`config.mk`:
```
export PLATFORM = sky130hd
export DESIGN_NAME = uart_rx_8n1
export DESIGN_NICKNAME = d
export VERILOG_FILES = /design/src/rtl/uart_rx_8n1.sv
export SDC_FILE = /design/constraint.sdc
export NUM_CORES = 1
export LEC_CHECK = 0
export ABC_AREA = 1
export CAP_MARGIN = 10
export CORE_UTILIZATION = 60
export CTS_CLUSTER_SIZE = 14
export DETAILED_ROUTE_END_ITERATION = 10
export PLACE_DENSITY = 0.83
export SLEW_MARGIN = 0
export SYNTH_ARGS = -nofsm -noshare
export SYNTH_HDL_FRONTEND = slang
export SYNTH_SLANG_ARGS = --single-unit
```
`constraint.sdc`:
```
create_clock -name CLK -period 2.9 [get_ports CLK]
set_input_delay 0.58 -clock CLK [delete_from_list [all_inputs] [get_ports CLK]]
set_output_delay 0.58 -clock CLK [all_outputs]
set_load 0.01 [all_outputs]
```
`src/rtl/uart_rx_8n1.sv`:
```
// -----------------------------------------------------------------------------
// uart_rx_8n1
// Receive half of the serial console link. RXD is synchronised to CLK, start
// bits are found with 16x oversampling, and 8N1 frames (LSB first) are
// recovered. Each good byte is offered to the consumer on a valid/ready
// handshake.
//
// Ports
//   CLK        system clock, rising edge
//   RST        synchronous active-high reset
//   RXD        asynchronous serial input, idle high
//   RX_DATA    received byte, stable while RX_VALID is high
//   RX_VALID   byte available, held until RX_VALID & RX_READY
//   RX_READY   consumer accepts the byte on a cycle with RX_VALID high
//   FRAME_ERR  one-cycle pulse: stop bit sampled low
//   OVERRUN    one-cycle pulse: good byte dropped because the previous byte
//              was still waiting
// -----------------------------------------------------------------------------
module uart_rx_8n1 #(
   parameter int CLK_FREQ = 50000000,
   parameter int BAUD     = 115200,
   parameter int DIV      = CLK_FREQ / (16 * BAUD)
) (
   input  logic       CLK,
   input  logic       RST,
   input  logic       RXD,
   output logic [7:0] RX_DATA,
   output logic       RX_VALID,
   input  logic       RX_READY,
   output logic       FRAME_ERR,
   output logic       OVERRUN
);

   // A divisor below 1 would never tick; clamp it.
   localparam int            DIV_L     = (DIV < 1) ? 1 : DIV;
   localparam int            TW        = (DIV_L > 1) ? $clog2(DIV_L) : 1;
   localparam logic [TW-1:0] TICK_LAST = TW'(DIV_L - 1);

   typedef enum logic [2:0] {
      ST_IDLE  = 3'd0,
      ST_START = 3'd1,
      ST_DATA  = 3'd2,
      ST_STOP  = 3'd3,
      ST_BREAK = 3'd4
   } state_t;

   // Two-of-three majority of the samples around mid-bit.
   function automatic logic maj3(input logic a, input logic b, input logic c);
      return (a & b) | (a & c) | (b & c);
   endfunction

   state_t          state_r;
   state_t          state_n_s;
   logic            sync1_r;
   logic            rxs_r;
   logic [TW-1:0]   tcnt_r;
   logic [3:0]      scnt_r;
   logic [2:0]      bcnt_r;
   logic            v7_r;
   logic            v8_r;
   logic [7:0]      shift_r;
   logic [7:0]      rx_data_r;
   logic            rx_valid_r;
   logic            frame_err_r;
   logic            overrun_r;

   logic            tick_s;
   logic            vote_pt_s;
   logic            wrap_s;
   logic            vote_s;
   logic            clr_s;
   logic            shift_s;
   logic            bcnt_inc_s;
   logic            commit_s;
   logic            ferr_s;

   assign tick_s    = (tcnt_r == TICK_LAST);
   // scnt_r is the count before this tick, so the three samples land as scnt
   // reaches 7, 8 and 9; the decision is taken as it reaches 9 (9/16 into
   // the bit) using the live synchronised input as the third sample.
   assign vote_pt_s = tick_s && (scnt_r == 4'd8);
   assign wrap_s    = tick_s && (scnt_r == 4'd15);
   assign vote_s    = maj3(v7_r, v8_r, rxs_r);

   // Next-state and control strobes for the frame FSM.
   always_comb begin
      state_n_s  = state_r;
      clr_s      = 1'b0;
      shift_s    = 1'b0;
      bcnt_inc_s = 1'b0;
      commit_s   = 1'b0;
      ferr_s     = 1'b0;
      case (state_r)
         ST_IDLE: begin
            if (!rxs_r) begin
               state_n_s = ST_START;
               clr_s     = 1'b1;
            end else begin
               state_n_s = ST_IDLE;
            end
         end
         ST_START: begin
            if (vote_pt_s && vote_s) begin
               state_n_s = ST_IDLE;      // line went back high: glitch
            end else if (wrap_s) begin
               state_n_s = ST_DATA;
            end else begin
               state_n_s = ST_START;
            end
         end
         ST_DATA: begin
            shift_s = vote_pt_s;
            if (wrap_s) begin
               bcnt_inc_s = 1'b1;
               if (bcnt_r == 3'd7) begin
                  state_n_s = ST_STOP;
               end else begin
                  state_n_s = ST_DATA;
               end
            end else begin
               state_n_s = ST_DATA;
            end
         end
         ST_STOP: begin
            // Leaving at mid stop bit lets a back-to-back start edge be seen.
            if (vote_pt_s) begin
               if (vote_s) begin
                  commit_s  = 1'b1;
                  state_n_s = ST_IDLE;
               end else begin
                  ferr_s    = 1'b1;
                  state_n_s = ST_BREAK;
               end
            end else begin
               state_n_s = ST_STOP;
            end
         end
         ST_BREAK: begin
            // A held-low line must return high before another start is taken.
            if (rxs_r) begin
               state_n_s = ST_IDLE;
            end else begin
               state_n_s = ST_BREAK;
            end
         end
         default: begin
            state_n_s = ST_IDLE;
         end
      endcase
   end

   // FSM state register.
   always_ff @(posedge CLK) begin
      if (RST) begin
         state_r <= ST_IDLE;
      end else begin
         state_r <= state_n_s;
      end
   end

   // Two-flop synchroniser for the asynchronous RXD pin, idle-high reset.
   always_ff @(posedge CLK) begin
      if (RST) begin
         sync1_r <= 1'b1;
         rxs_r   <= 1'b1;
      end else begin
         sync1_r <= RXD;
         rxs_r   <= sync1_r;
      end
   end

   // Oversample tick divider, restarted on the start edge so samples are
   // phased to the detected edge.
   always_ff @(posedge CLK) begin
      if (RST) begin
         tcnt_r <= '0;
      end else if (clr_s || tick_s) begin
         tcnt_r <= '0;
      end else begin
         tcnt_r <= tcnt_r + TW'(1);
      end
   end

   // Sample counter within a bit and data bit counter.
   always_ff @(posedge CLK) begin
      if (RST) begin
         scnt_r <= 4'd0;
         bcnt_r <= 3'd0;
      end else begin
         if (clr_s) begin
            scnt_r <= 4'd0;
         end else if (tick_s) begin
            scnt_r <= scnt_r + 4'd1;
         end else begin
            scnt_r <= scnt_r;
         end
         if (clr_s) begin
            bcnt_r <= 3'd0;
         end else if (bcnt_inc_s) begin
            bcnt_r <= bcnt_r + 3'd1;
         end else begin
            bcnt_r <= bcnt_r;
         end
      end
   end

   // Early vote samples and the LSB-first data shift register.
   always_ff @(posedge CLK) begin
      if (RST) begin
         v7_r    <= 1'b0;
         v8_r    <= 1'b0;
         shift_r <= 8'h00;
      end else begin
         if (tick_s && (scnt_r == 4'd6)) begin
            v7_r <= rxs_r;
         end
         if (tick_s && (scnt_r == 4'd7)) begin
            v8_r <= rxs_r;
         end
         if (shift_s) begin
            shift_r <= {vote_s, shift_r[7:1]};
         end
      end
   end

   // Output holding register, handshake and event pulses.
   always_ff @(posedge CLK) begin
      if (RST) begin
         rx_data_r   <= 8'h00;
         rx_valid_r  <= 1'b0;
         frame_err_r <= 1'b0;
         overrun_r   <= 1'b0;
      end else begin
         frame_err_r <= ferr_s;
         overrun_r   <= commit_s && rx_valid_r && !RX_READY;
         if (commit_s && (!rx_valid_r || RX_READY)) begin
            // Slot is free, or is being emptied this very cycle.
            rx_data_r  <= shift_r;
            rx_valid_r <= 1'b1;
         end else if (rx_valid_r && RX_READY) begin
            rx_valid_r <= 1'b0;
         end
      end
   end

   assign RX_DATA   = rx_data_r;
   assign RX_VALID  = rx_valid_r;
   assign FRAME_ERR = frame_err_r;
   assign OVERRUN   = overrun_r;

endmodule

```
==> results of run 1 <==
## power breakdown
part | internal [mW] | leakage (nW) | switching, mW
registers | 0.527 | 0.307 | 0.00550
logic | 0.0102 | 0.464 | 0.0170
clock network | 0.292 | 0.0585 | 0.182
total | 0.829 | 0.829 | 0.204
## final cells by class
| cell class | instances | area, sq um | share of cell area, % |
|---|---|---|---|
| tap | 30 | 37.5 | 1.94 |
| sequential | 38 | 761 | 39.4 |
| clock buffer | 6 | 51.3 | 2.66 |
| timing repair buffer | 15 | 148 | 7.65 |
| inverter | 27 | 101 | 5.25 |
| clock inverter | 2 | 60.1 | 3.11 |
| multi-input combinational | 153 | 772 | 40.0 |
## registers in the layout, indices dropped and copies added (netlist names), 3 cells and up
name,cells
RX_DATA,8
bcnt_r,3
scnt_r,4
shift_r,8
state_r,3
tcnt_r,5
## worst paths after layout
| path | start | endpoint | slack (ns) |
|---|---|---|---|
| worst min-delay path | sync1_r$_SDFF_PP1_ | rxs_r$_SDFF_PP1_ | 0.42 |
| worst min register to register | sync1_r$_SDFF_PP1_ | rxs_r$_SDFF_PP1_ | 0.42 |
| worst max-delay path | RX_DATA[6]$_SDFFE_PP0P_ | RX_DATA[6] | 1.05 |
| worst max register to register | tcnt_r[0]$_SDFF_PP0_ | RX_DATA[7]$_SDFFE_PP0P_ | 1.23 |
## layout by cell type, fill, tap and decap left out, types with 3 or more instances in the layout
cell type        synthesis  routed
dfxtp_1                 38      38
nand3_1                 22      22
clkbuf_4                 0       5
ha_1                     7       7
xor2_1                   3       3
nand2_1                 51      51
nor3_1                   3       3
a21oi_1                 18      18
nor2_1                  34      34
clkdlybuf4s50_1          0      14
inv_1                   25      25
or2_2                    3       3
## per-stage QoR
| step | instance area [sq um] | worst slack, ns | util [%] | std cells | hold WS [ns] |
|---|---|---|---|---|---|
| global placement | 1820 | 0.780 | 71.5 | 263 | 0.399 |
| floorplan | 1670 | 1.48 | - | 223 | 0.389 |
| finish | 1930 | 1.05 | 75.9 | 271 | 0.423 |
| global route | 1930 | 0.938 | 75.9 | 271 | 0.450 |
| CTS | 1930 | 1.04 | 75.9 | 271 | 0.427 |
| detailed placement | 1820 | 0.700 | 71.5 | 263 | 0.405 |
## logic make-up after synthesis
group | Yosys count | share of synthesized area [%]
AOI/OAI and AO/OA | 21 | 6.45
adders and majority gates | 7 | 5.25
DFF | 38 | 45.6
buffers and inverters | 32 | 8.10
xor gates and xnor gates | 3 | 1.58
and+or+nand+nor | 122 | 33.0
## per-layer routing
layer | wire [um] | vias to the layer above
li1 | - | 736
met1 | 1560 | 648
met2 | 1660 | 44
met3 | 154 | 9
met4 | 51 | 0
met5 | 0 | -
==> reports/results.txt, run 1 <==
GRT busiest layer = met2
PortBufs = 14
Min Tclk post-route = 1.85 ns
Worst slew pin tran = 0.602 ns
Via count = 1437
Vias per cell = 5.30
Pwr Total = 1.03 mW
Worst Hold Class = reg2reg
Largest net degree at the start of global routing = 19
Top delay family on crit path = buffers and inverters
CP Cell Sequence = clkdlybuf4s50_1
Relative slew slack = 59.8%
Fill count = 194
Global routing usage on met3 = 10.6%
Post-CTS setup buffers = 0
RSZ-0062 raised after global routing = no
Met1 usage = 31.4%
Synth top cells by count = 51 x nand2_1, 38 x dfxtp_1, 34 x nor2_1
M2 GR Usage = 42.4%
Ports = 15
Vias in the first global route = 1357
Hold Path Stages = 1
Clock slew at reported path FFs = 0.12 ns
N_diodes = 0
Post-CTS Resized = 0
CP required = 2.32 ns
CP Launch Type = flop
Layout Nets = 251
Stages on the worst setup path = 1
First-pass GRT wire length = 5.50 mm
Run status = complete, no violations
Final ANT Viol Nets = 0
Synth top area share = 45.6%
Crit path DAT = 1.27 ns
Total GRT Usage = 26.7%
Ys async rst share = 0%
Clock Root Buffer = clkbuf_4
Max Cap Viol = 0
Post-synth cell types = 24
DRC viols = 0
Die span in y = 54.7 um
Cells after Synth = 223
CTS Hold Bufs = 0
Routed wire length = 3.43 mm
Die footprint = 2990 sq um
Pwr dens = 535 nW/um^2
Top-count cell post-synth = nand2_1
DPL Wire Length = 2.42 mm
Die W = 54.7 um
Final TNS setup = 0 ns
Final Setup Violations = 0
Area added between synthesis and finish = 15.8%
Proportion of layout cells with a drive suffix above 1 = 7.88%
Fmax = 541 MHz
GRT overflow = 0
Most area-consuming cells after synthesis = dfxtp_1 46%, nand2_1 11%, nor2_1 7.7%
Clk Latency, worst-skew pair = 0.35 ns
Initial Util = 65.5%
Final Hold Vio Count = 0
Sequential cell area fraction in the yosys report = 45.6%
Initial antenna violation count = 0
Core area = 2540 sq um
Row cnt = 18
WP buf/inv = 1
Iter 0 DRT Violations = 26
Critical path's slowest cell = clkdlybuf4s50_1
CTS tree = yes
# H-tree levels = 2
Clk_skew = 0.00815 ns
CTS Buf Count = 5
Syn_nets = 234
Avg Cell Area, Syn = 7.48 sq um
Sink Count = 38
EDFF count, synth = 0
Area leader, netlist = dfxtp_1
YS warnings = 0
Lkg Pwr = 0.829 nW
Max-slew violation count = 0
Ys flop type = dfxtp_1
Final period util = 63.8%
CP max stage delay = 0.54 ns
Final RePlAce weighted congestion = 0.800
Synthesized area = 1670 sq um
Crit-path max FO = 2
Wirelength per Cell = 12.6 um
FF-to-FF path depth = 10
CP Class = reg2out
TritonRoute pass-1 iters = 5
Synth Register Bits = 38
Max IR drop VDD = 611 uV
CTS max path bufs = 2
Worst setup EP type = output port
(Power assumes the default switching activity.)
==> inputs of run 2 (changes only) <==
--- a/config.mk
+++ b/config.mk
@@ -7,10 +7,10 @@
 export LEC_CHECK = 0
 export ABC_AREA = 1
 export CAP_MARGIN = 10
-export CORE_UTILIZATION = 60
+export CORE_UTILIZATION = 50
 export CTS_CLUSTER_SIZE = 14
 export DETAILED_ROUTE_END_ITERATION = 10
-export PLACE_DENSITY = 0.83
+export PLACE_DENSITY = 0.74
 export SLEW_MARGIN = 0
 export SYNTH_ARGS = -nofsm -noshare
 export SYNTH_HDL_FRONTEND = slang
==> constraint.sdc (replaced) <==
create_clock -name CLK -period 1.6 [get_ports CLK]
set_input_delay 0.32 -clock CLK [delete_from_list [all_inputs] [get_ports CLK]]
set_output_delay 0.32 -clock CLK [all_outputs]
set_load 0.01 [all_outputs]
==> reports/results.txt, run 2 (same netlist as run 1, synthesis figures left out) <==
Run status = complete, no violations
CP Class = reg2out
CTS tree = yes
Worst setup EP type = output port
Most common cell after layout, fill and taps aside = nand2_1
Top delay family on crit path = buffers and inverters
# H-tree levels = 2 (unchanged)
TritonRoute pass-1 iters = 4 (-1)
Pwr Total = 1.67 mW (+62%)
Row cnt = 20 (+2)
Critical path's slowest cell = clkdlybuf4s50_1
Die span in y = 59.8 um (+9.2%)
Pwr dens = 815 nW/um^2 (+52%)
Setup crit end = RX_DATA[1]
Ports = 15 (unchanged)
Total GRT Usage = 18.3% (-8.3 points)
Die W = 59.8 um (+9.2%)
Clock Root Buffer = clkbuf_4
Clk Latency, worst-skew pair = 0.35 ns (about the same)
CP required = 1.28 ns (-1.04 ns)
Multi-input logic area = 836 sq um (+8.3%)
N_diodes = 0 (unchanged)
DR top layer = met4
Setup ws final = 0.0547 ns (-0.995 ns)
Crit path DAT = 1.23 ns (-0.04 ns)
First-pass GRT wire length = 4.86 mm (-12%)
Lkg Pwr = 0.956 nW (+15%)
Worst hold margin = 0.426 ns (+0.00393 ns)
Met2 wire len = 1.47 mm (-11%)
DRC viols = 0 (unchanged)
Seq. cell area = 769 sq um (+1.2%)
Metal3 WL = 141 um (-8.4%)
DPL Wire Length = 2.07 mm (-15%)
Max Cap Viol = 0 (unchanged)
CP Cell Sequence = clkdlybuf4s50_1
Relative slew slack = 72.3% (+13 points)
M1 wire length = 1.55 mm (-0.58%)
Clock slew at reported path FFs = 0.12 ns (about the same)
Worst Hold Class = reg2reg
Layout Nets = 260 (+3.6%)
Clk_skew = 0.0133 ns (+0.00510 ns)
CP max stage delay = 0.53 ns (about the same)
Fill count = 287 (+48%)
Crit-path max FO = 2 (unchanged)
Final ANT Viol Nets = 0 (unchanged)
R2R Path End = RX_DATA[6]$_SDFFE_PP0P_
Most frequent cells in the layout = 49 x nand2_1, 35 x dfxtp_1, 33 x nor2_1
Die footprint = 3570 sq um (+19%)
Routed wire length = 3.23 mm (-5.7%)
Final period util = 96.6%
PortBufs = 14 (unchanged)
Min Tclk post-route = 1.55 ns
CTS max path bufs = 2 (unchanged)
Initial Util = 53.8% (-12 points)
Stages on the worst setup path = 1 (unchanged)
Area added between synthesis and finish = 23.2%
Initial antenna violation count = 0 (unchanged)
Vias per cell = 4.87 (-8.1%)
CP Launch Type = flop
Largest net degree at the start of global routing = 17 (-2)
CTS Buf Count = 5 (unchanged)
Core area = 3100 sq um (+22%)
Proportion of layout cells with a drive suffix above 1 = 16.8% (+8.9 points)
Crit. Startpoint = RX_DATA[1]$_SDFFE_PP0P_
Final RePlAce weighted congestion = 0.873 (+9.1%)
Max IR drop VDD = 547 uV (-10%)
Final Hold Vio Count = 0 (unchanged)
FF-to-FF path depth = 10 (unchanged)
CTS Hold Bufs = 0 (unchanged)
Max-slew violation count = 0 (unchanged)
Wirelength per Cell = 11.0 um (-13%)
Final Setup Violations = 0 (unchanged)
Reg2Reg Setup Slack = 0.12 ns (-1.11 ns)
Iter 0 DRT Violations = 68 (+160%)
Vias in the first global route = 1163 (-14%)
Setup slack at placement = 0.0656 ns (-0.634 ns)
WP buf/inv = 1 (unchanged)
Final TNS setup = 0 ns (unchanged)
Via count = 1432 (-0.35%)
DP Area = 1880 sq um (+3.4%)
GRT overflow = 0 (unchanged)
Worst slew pin tran = 0.415 ns (-0.187 ns)
Worst R2R Start = tcnt_r[0]$_SDFF_PP0_
Final instance area = 2050 sq um (+6.4%)
Fmax = 647 MHz
Sink Count = 38 (unchanged)
[run 2: stage by stage]
stage / cells / util [%]
2_1_floorplan: 223 / -
3_3_place_gp: 283 / 60.6
3_5_place_dp: 283 / 60.6
4_1_cts: 291 / 63.1
5_1_grt: 294 / 66.2
6_report: 294 / 66.2
[run 2: layer usage]
metal,global-route usage (%),vias up
met5,0,-
met4,10.3,0
met3,3.90,8
met2,26.8,27
met1,24.9,634
li1,-,763
[run 2: power by group]
| group | internal, mW | switching [mW] | leakage, nW |
|---|---|---|---|
| logic | 0.0297 | 0.0357 | 0.602 |
| registers | 0.955 | 0.00951 | 0.309 |
| clock network | 0.324 | 0.321 | 0.0450 |
| total | 1.31 | 0.366 | 0.956 |
[run 2: layout make-up]
| type | instances | share of cell area [%] |
|---|---|---|
| multi-input combinational | 154 | 40.7 |
| tap | 44 | 2.68 |
| timing repair buffer | 23 | 10.5 |
| inverter | 27 | 4.93 |
| clock inverter | 3 | 1.95 |
| sequential | 38 | 37.5 |
| clock buffer | 5 | 1.83 |
[run 2: timing repair]
| item | 4_1_cts | 5_1_grt |
|---|---|---|
| gates resized for setup | 0 | 23 |
| buffers inserted | 0 | 2 |
| endpoints found under the setup margin | 0 | 15 |
[run 2: worst min path at each step]
stage | start | endpoint | slack (ns) | cells past startpoint
final | sync1_r$_SDFF_PP1_ | rxs_r$_SDFF_PP1_ | 0.43 | 1
after global routing | sync1_r$_SDFF_PP1_ | rxs_r$_SDFF_PP1_ | 0.44 | 1
after CTS | sync1_r$_SDFF_PP1_ | rxs_r$_SDFF_PP1_ | 0.43 | 1
after detailed placement | sync1_r$_SDFF_PP1_ | rxs_r$_SDFF_PP1_ | 0.40 | 1
after global placement | sync1_r$_SDFF_PP1_ | rxs_r$_SDFF_PP1_ | 0.39 | 1
after floorplan | sync1_r$_SDFF_PP1_ | rxs_r$_SDFF_PP1_ | 0.39 | 1
